$ cat src/rtl/noc_output_vc_arbiter.sv
// Output-port scheduler for a NoC router: round-robin over input ports with
// per-VC wormhole locking and downstream credit tracking. Grants are same-cycle.
module noc_output_vc_arbiter #(
    parameter int NUM_IN       = 5,
    parameter int NUM_VC       = 2,
    parameter int VC_W         = (NUM_VC > 1) ? $clog2(NUM_VC) : 1,
    parameter int CREDIT_DEPTH = 4,
    localparam int CNT_W       = $clog2(CREDIT_DEPTH + 1),
    localparam int SEL_W       = (NUM_IN > 1) ? $clog2(NUM_IN) : 1
) (
    input  logic                      noc_clk,
    input  logic                      noc_rst,
    input  logic [NUM_IN-1:0]         req,
    input  logic [NUM_IN*VC_W-1:0]    req_vc,
    input  logic [NUM_IN-1:0]         req_head,
    input  logic [NUM_IN-1:0]         req_tail,
    input  logic [NUM_VC-1:0]         credit_return,
    output logic [NUM_IN-1:0]         grant,
    output logic                      out_valid,
    output logic [VC_W-1:0]           out_vc,
    output logic [SEL_W-1:0]          out_sel,
    output logic [NUM_VC*CNT_W-1:0]   credit_cnt,
    output logic                      err
);

    logic [CNT_W-1:0]  credit_r [NUM_VC];
    logic [NUM_VC-1:0] busy_r;
    logic [SEL_W-1:0]  owner_r [NUM_VC];
    logic [SEL_W-1:0]  rr_ptr_r;
    logic              err_r;

    logic [VC_W-1:0]   vc_s [NUM_IN];
    logic [NUM_IN-1:0] elig_s;
    logic [NUM_IN-1:0] head_err_s;
    logic              found_s;
    logic [SEL_W-1:0]  win_s;
    logic [VC_W-1:0]   win_vc_s;
    logic              win_tail_s;
    logic [NUM_VC-1:0] vc_grant_s;
    logic              overflow_s;

    // Split the packed VC request vector into per-input indices.
    always_comb begin
        for (int i = 0; i < NUM_IN; i++) begin
            vc_s[i] = req_vc[i*VC_W +: VC_W];
        end
    end

    // Eligibility: a head may claim an idle VC, only the owner's body/tail may use a busy one.
    always_comb begin
        elig_s     = '0;
        head_err_s = '0;
        for (int i = 0; i < NUM_IN; i++) begin
            if (req[i] && busy_r[vc_s[i]] && (owner_r[vc_s[i]] == SEL_W'(i))) begin
                head_err_s[i] = req_head[i];
                elig_s[i]     = !req_head[i] && (credit_r[vc_s[i]] != '0);
            end else if (req[i] && !busy_r[vc_s[i]]) begin
                elig_s[i]     = req_head[i] && (credit_r[vc_s[i]] != '0);
            end else begin
                elig_s[i]     = 1'b0;
            end
        end
    end

    // Round-robin scan starting at rr_ptr for the first eligible input.
    always_comb begin
        int idx;
        idx     = 0;
        found_s = 1'b0;
        win_s   = '0;
        for (int k = 0; k < NUM_IN; k++) begin
            idx = int'(rr_ptr_r) + k;
            if (idx >= NUM_IN) begin
                idx = idx - NUM_IN;
            end else begin
                idx = idx;
            end
            if (!found_s && elig_s[idx]) begin
                found_s = 1'b1;
                win_s   = SEL_W'(idx);
            end else begin
                found_s = found_s;
            end
        end
    end

    // Winner attributes, per-VC grant decode and credit overflow detection.
    always_comb begin
        if (found_s) begin
            win_vc_s   = vc_s[win_s];
            win_tail_s = req_tail[win_s];
        end else begin
            win_vc_s   = '0;
            win_tail_s = 1'b0;
        end
        overflow_s = 1'b0;
        for (int v = 0; v < NUM_VC; v++) begin
            vc_grant_s[v] = found_s && (win_vc_s == VC_W'(v));
            if (credit_return[v] && !vc_grant_s[v] && (credit_r[v] == CNT_W'(CREDIT_DEPTH))) begin
                overflow_s = 1'b1;
            end else begin
                overflow_s = overflow_s;
            end
        end
    end

    // Output drive: combinational so the crossbar sees the grant in the request cycle.
    always_comb begin
        grant = '0;
        if (found_s) begin
            grant[win_s] = 1'b1;
        end else begin
            grant = '0;
        end
        out_valid = found_s;
        out_vc    = win_vc_s;
        out_sel   = win_s;
        for (int v = 0; v < NUM_VC; v++) begin
            credit_cnt[v*CNT_W +: CNT_W] = credit_r[v];
        end
        err = err_r;
    end

    // State update: round-robin pointer, per-VC locks and credits, sticky error.
    always_ff @(posedge noc_clk) begin
        if (noc_rst) begin
            for (int v = 0; v < NUM_VC; v++) begin
                credit_r[v] <= CNT_W'(CREDIT_DEPTH);
                owner_r[v]  <= '0;
            end
            busy_r   <= '0;
            rr_ptr_r <= '0;
            err_r    <= 1'b0;
        end else begin
            if (found_s) begin
                rr_ptr_r <= (win_s == SEL_W'(NUM_IN - 1)) ? '0 : win_s + SEL_W'(1);
            end
            for (int v = 0; v < NUM_VC; v++) begin
                if (vc_grant_s[v] && !credit_return[v]) begin
                    credit_r[v] <= credit_r[v] - CNT_W'(1);
                end else if (!vc_grant_s[v] && credit_return[v] &&
                             (credit_r[v] != CNT_W'(CREDIT_DEPTH))) begin
                    credit_r[v] <= credit_r[v] + CNT_W'(1);
                end
                // Eligibility guarantees a head on an idle VC and a non-head on a busy one.
                if (vc_grant_s[v]) begin
                    if (!busy_r[v]) begin
                        if (!win_tail_s) begin
                            busy_r[v]  <= 1'b1;
                            owner_r[v] <= win_s;
                        end
                    end else if (win_tail_s) begin
                        busy_r[v] <= 1'b0;
                    end
                end
            end
            err_r <= err_r | (|head_err_s) | overflow_s;
        end
    end

endmodule

$ cat config.mk
export PLATFORM = sky130hd
export DESIGN_NAME = noc_output_vc_arbiter
export DESIGN_NICKNAME = d
export VERILOG_FILES = /design/src/rtl/noc_output_vc_arbiter.sv
export SDC_FILE = /design/constraint.sdc
export NUM_CORES = 1
export LEC_CHECK = 0
export CAP_MARGIN = 20
export CORE_ASPECT_RATIO = 1.25
export CORE_MARGIN = 4
export CORE_UTILIZATION = 28
export CTS_CLUSTER_SIZE = 25
export DETAILED_ROUTE_END_ITERATION = 7
export PLACE_DENSITY_LB_ADDON = 0.12
export SYNTH_ARGS = -nofsm -noshare
export SYNTH_HDL_FRONTEND = slang
export SYNTH_SLANG_ARGS = --single-unit
$ cat constraint.sdc
create_clock -name noc_clk -period 10.8 [get_ports noc_clk]
set_clock_uncertainty 0.05 [all_clocks]
set_input_delay 2.16 -clock noc_clk [delete_from_list [all_inputs] [get_ports noc_clk]]
set_output_delay 2.16 -clock noc_clk [all_outputs]
set_load 0.03 [all_outputs]
Word-level counts from Yosys, hierarchy flattened --
Memories as Yosys holds them, arrays and structs flattened. Index checks and enable logic that the tools add are counted.
Word-level totals: register bits after elaboration 6, bits in writable memories 12, logic and storage cells 221, memories kept 2
Memory list:
- credit_r | depth 2, bits a word 3, read ports 7, clocked after memory_dff 0, write ports 2, line 26 | logic [CNT_W-1:0] credit_r [NUM_VC];
- owner_r | depth 2, bits a word 3, read ports 5, clocked after memory_dff 0, write ports 2, line 28 | logic [SEL_W-1:0] owner_r [NUM_VC];
Operators by class: add/subtract/negate cells 14, order comparisons 18, equal/unequal tests 9, mux-type cells 99, bitwise gates (word level) 10, reductions and logical operators 65
Operators by type and width (count):
- $lt A32 B5 Y1 const B | 5
- $mux W32 | 5
- $mux W1 | 73
- $logic_and A1 B1 Y1 | 40
- $mux W3 | 12
- $bmux W1 S3 | 7
- $sub A4 B3 Y5 const B | 4
- $logic_not A1 Y1 | 18
- $ge A4 B3 Y1 const B | 4
- $reduce_bool A3 Y1 | 5
- $eq A3 B3 Y1 const B | 4
- $lt A1 B2 Y1 const B | 5
- $add A3 B1 Y3 const B | 3
- $add A3 B2 Y4 const B | 2
- $or A1 B1 Y1 | 8
- $eq A3 B2 Y1 const B | 2
- $ne A3 B3 Y1 const B | 2
- $sub A3 B1 Y3 const B | 2
- $mux W5 | 1
- $reduce_or A5 Y1 | 1
- $add A3 B1 Y4 const B | 1
- $add A3 B3 Y4 const B | 1
- $ge A4 B4 Y1 const B | 1
- $lt A3 B4 Y1 const B | 1
- other kinds (8) | 8

Longest topological paths before layout --
depth in word-level cells 37, mapped depth 24, depth with buffers taken out 21

Worst setup path after synthesis --
OpenSTA, ideal clock, no wires.
path kind input -> output, from input req_vc[0], to output grant[0], arrival time 5.517 ns, required time 8.590 ns, setup slack 3.073 ns, stages 10, cell sequence mux2_2 or2_1 a221o_1 or4_4 o2111a_2 nand4_1 or2_2 a31o_2 inv_1 nor4_1
Between the ends: longest elaborated chain between the ends 27
RTL lines:
- start, declared | line 14 | input logic [NUM_IN*VC_W-1:0] req_vc,
- branches (longest 5 deep; another with $mem_v2 Z2 W3)
- $mux W1 * | line 54 | if (req[i] && busy_r[vc_s[i]] && (owner_r[vc_s[i]] == SEL_W'(i))) begin
- $bmux W1 S3 | line 78 | if (!found_s && elig_s[idx]) begin
- $mux W1 (not written as such) (2 in a row) | line 78
- $mux W1 | line 78
- $logic_not A1 Y1 | line 78
- $logic_and A1 B1 Y1 | line 78
- $mux W1 | line 78
- (+7 left out)
- $logic_and A1 B1 Y1 | line 78
- $mux W3 * | line 78
- named net out_sel[1] | line 21 | output logic [SEL_W-1:0] out_sel,
- $lt A3 B4 Y1 (not written as such) / $ge A3 B1 Y1 (equally long branches) | line 111 | grant[win_s] = 1'b1;
- $logic_and A1 B1 Y1 (not written as such) | line 111
- $mux W1 (not written as such) | line 111
- $demux W1 S3 * | line 111
- $mux W5 * | line 110 | if (found_s) begin
- end, declared | line 18 | output logic [NUM_IN-1:0] grant,
Mark *: on every way through the listed nets, which the timed path passes. The select of a mux whose other input is x is not followed.

Worst setup path after layout --
from input req_vc[0], to output out_vc
Between the ends: longest elaborated chain between the ends 27
RTL lines:
- branches (longest 26 deep; another with $mem_v2 Z2 W3)
- $mux W1 * | line 89 | if (found_s) begin
- end, declared | line 20 | output logic [VC_W-1:0] out_vc,
Mark *: on every way between the ends. The select of a mux whose other input is x is not followed.

==> reports/metrics.csv <==
stage,metric,value,unit
outcome,status,"finished, final reports clean",
critical_path,crit_fanout,11,
critical_path,critPathArrivalTime,6850,ps
synthesis,synth.avg_cell_area,8.11,µm²
placed_design,place_hpwl,6.69,mm
cts,htreeDepth,1,
critical_path,startpoint_type,primary input,
detailed_routing,first_pass_iters,4,
cts,ctsHoldBuffers,0,
synthesis,syn-instance-count,337,
cts,cts_tree,built,
finish,antenna_cells,0,
critical_path,max_stage_delay,690,ps
critical_path,critPathSlowestCell,clkdlybuf4s50_1,
cts,cts_inserted_buffers,3,
critical_path,reg2reg_from,rr_ptr_r[1],
cts,cts_root_buf,clkbuf_16,
die,die_w,96.4,µm
die,initial_utilization,28.6,%
synthesis,yosys_warnings,0,
die,die_height,118,µm
cts,post_cts_buffers,0,
finish,drive_gt1_share,9.84,%
global_routing,grt_overflow_total,0,
global_routing,grt_max_degree,24,
sta,finalSetupTns,0,ps
critical_path,path_class,primary input to output port,
finish,final_area,3300,µm²
die,ioPinCount,41,
global_routing,track_usage,15.1,%
sta,setup_viol,0,
cts,ctsLongestPathBuffers,2,
sta,slew_headroom,33.7,%
synthesis,yosys_register_bits,18,
critical_path,critical_path.endpoint_type,output port,
die,core_area,9560,µm²
synthesis,ys.flop_type,edfxtp_1,
cts,worstSkewPairLatency,250,ps
run,cap_viol_max_count,0,
detailed_routing,wl_per_cell,17.0,µm
global_routing,grt_antenna_before_repair,0,
sta,hold_violations,0,
detailed_routing,first_iter_violations,110,
sta,rsz0062_at_grt,no,
placed_design,postPlaceCellArea,3220,µm²
sta,max_freq,110,MHz
sta,min_period,9060,ps
synthesis,synth_edf_count,12,
detailed_routing,drcViolationCount,0,
detailed_routing,dr_total_vias,2736,
cts,cts.repair.resized,0,
sta,drv_slew,0,
cts,cts_sinks,18,
sta,worst_pin_slew,987,ps
detailed_routing,vias_per_cell,5.56,
finish,final_nets,410,
synthesis,syn_area,2730,µm²
synthesis,synth_cell_type_count,75,
synthesis,yosys-top-cells-area,"edfxtp_1, ha_1, dfxtp_1, mux2i_1, mux2_2",
synthesis,seq_area_frac_synth,17.6,%
finish,layout-area-overhead-vs-synth,20.6,%
synthesis,yosys.area.top_type,edfxtp_1,
critical_path,required,8590,ps
global_routing,grt_pass1_wl,13.8,mm
sta,whs,572,ps
hold_path,hold_start,busy_r[0],
detailed_routing,drt-total-wl,8.35,mm
critical_path,path_cells,"clkdlybuf4s50_1, nor4_1, o2111ai_1, a221o_1, or4_4, o2111a_2, nand4_1, or2_2, mux2_4, nor2b_4, or4_4, inv_1, clkdlybuf4s50_1",
cts,clk_pin_slew,50,ps
die,die-area,11400,µm²
placed_design,place.port_buffers,40,
synthesis,synth_top_area_share,13.2,%
detailed_routing,ant_nets,0,
hold_path,hold_path_class,flip-flop to flip-flop,
global_routing,grt_pass1_vias,2704,
sta,timing.final.crit_share,83.8,%
placed_design,gp_congestion,0.816,
die,rows,40,
synthesis,syn_nets,380,
synthesis,async_flop_share,0,%
critical_path,critPathLaunch,req_vc[0],
## area by class of cell
| type | instances | area (µm²) |
|---|---|---|
| Timing Repair Buffer | 42 | 415 |
| Inverter | 21 | 78.8 |
| Sequential cell | 18 | 480 |
| Tap cell | 126 | 158 |
| Multi-Input combinational cell | 281 | 2090 |
| Clock buffer | 3 | 75.1 |
| Clock inverter | 1 | 3.75 |
| Fill cell | 1005 | 6260 |
## through the flow
stage / setup WS (ps) / instances / util [%]
floorplan: 3070 / 337 / -
global placement: 1760 / 488 / 33.7
finish: 1740 / 492 / 34.5
CTS: 1730 / 492 / 34.5
detailed placement: 1750 / 488 / 33.7
global route: 1480 / 492 / 34.5
## placed cells by master (no fill, tap or decap), drive strengths merged, types with 5 or more instances in the layout
cell type      instances
edfxtp                12
ha                    18
o2111ai                6
nor2b                  9
nand3                  7
and2                   5
dfxtp                  6
o21ai                 13
nor4                   5
xnor2                  5
or2                    7
a21oi                 19
nor3                  18
a211o                  5
a211oi                 6
nand2b                 7
inv                   20
clkdlybuf4s50         40
nor2                  19
mux2i                 11
mux2                  10
nand2                 21
## synth_stat cells, types with 3 or more instances
| library cell | n |
|---|---|
| nand2b_1 | 7 |
| a21o_1 | 4 |
| or2_2 | 5 |
| nand4_1 | 4 |
| dfxtp_1 | 6 |
| nand2_1 | 21 |
| nor3_1 | 18 |
| a31o_2 | 3 |
| o21ai_0 | 11 |
| nor2_1 | 19 |
| nand3_1 | 7 |
| a211oi_1 | 5 |
| mux2i_1 | 11 |
| o211a_1 | 4 |
| and2_1 | 5 |
| ha_1 | 18 |
| a211o_1 | 5 |
| nor4bb_1 | 3 |
| mux2_2 | 9 |
| inv_1 | 20 |
| nor2b_1 | 8 |
| or3b_2 | 3 |
| and3_1 | 4 |
| a41oi_1 | 3 |
| buf_2 | 7 |
| o211ai_1 | 3 |
| edfxtp_1 | 12 |
| nand3b_1 | 4 |
| clkbuf_1 | 7 |
| o31a_1 | 3 |
| or3_1 | 4 |
| a21oi_1 | 19 |
| o22a_1 | 3 |
| o2111ai_1 | 6 |
| xnor2_1 | 5 |
| nor4_1 | 5 |
| o22ai_1 | 3 |
## worst paths after layout
path	slack, ps	end	depth (start not counted)
setup / recovery	1740	out_vc	13
setup reg to reg	4680	owner_r[0][1]	17
hold reg to reg	570	busy_r[0]	2
hold / removal	570	busy_r[0]	2
## flip-flops by register name (all words and copies together), names as in the netlist
register and flops:
credit_r 6, owner_r 6, rr_ptr_r 3, busy_r 2, err 1
## cells by family after synthesis
| logic type | share of synthesized area [%] |
|---|---|
| buffers and inverters | 6.09 |
| adder cells (fa/ha/maj) | 8.97 |
| flip-flops | 17.6 |
| AND/OR/NAND/NOR | 28.0 |
| AO/OA/AOI/OAI | 28.9 |
| XOR/XNOR | 2.24 |
| multiplexers | 8.28 |
## per-layer routing
metal  GRT usage (%)  vias to the layer above  part of all wire, %
met3            2.04                        4                  4.2
met4            3.16                        0                 0.56
met2            25.5                       70                   50
met5               0                        -                    0
li1                -                     1359                    -
met1            20.0                     1303                   45
## critical path: cells and delay by family
kind	cells	cell delay, ps
and+or+nand+nor	6	2090
muxes	1	370
AOI/OAI and AO/OA	3	800
buffers and inverters	3	1410
Power is not shown: default switching activity piles up to over one toggle a cycle in this logic, so the estimate is an artifact.
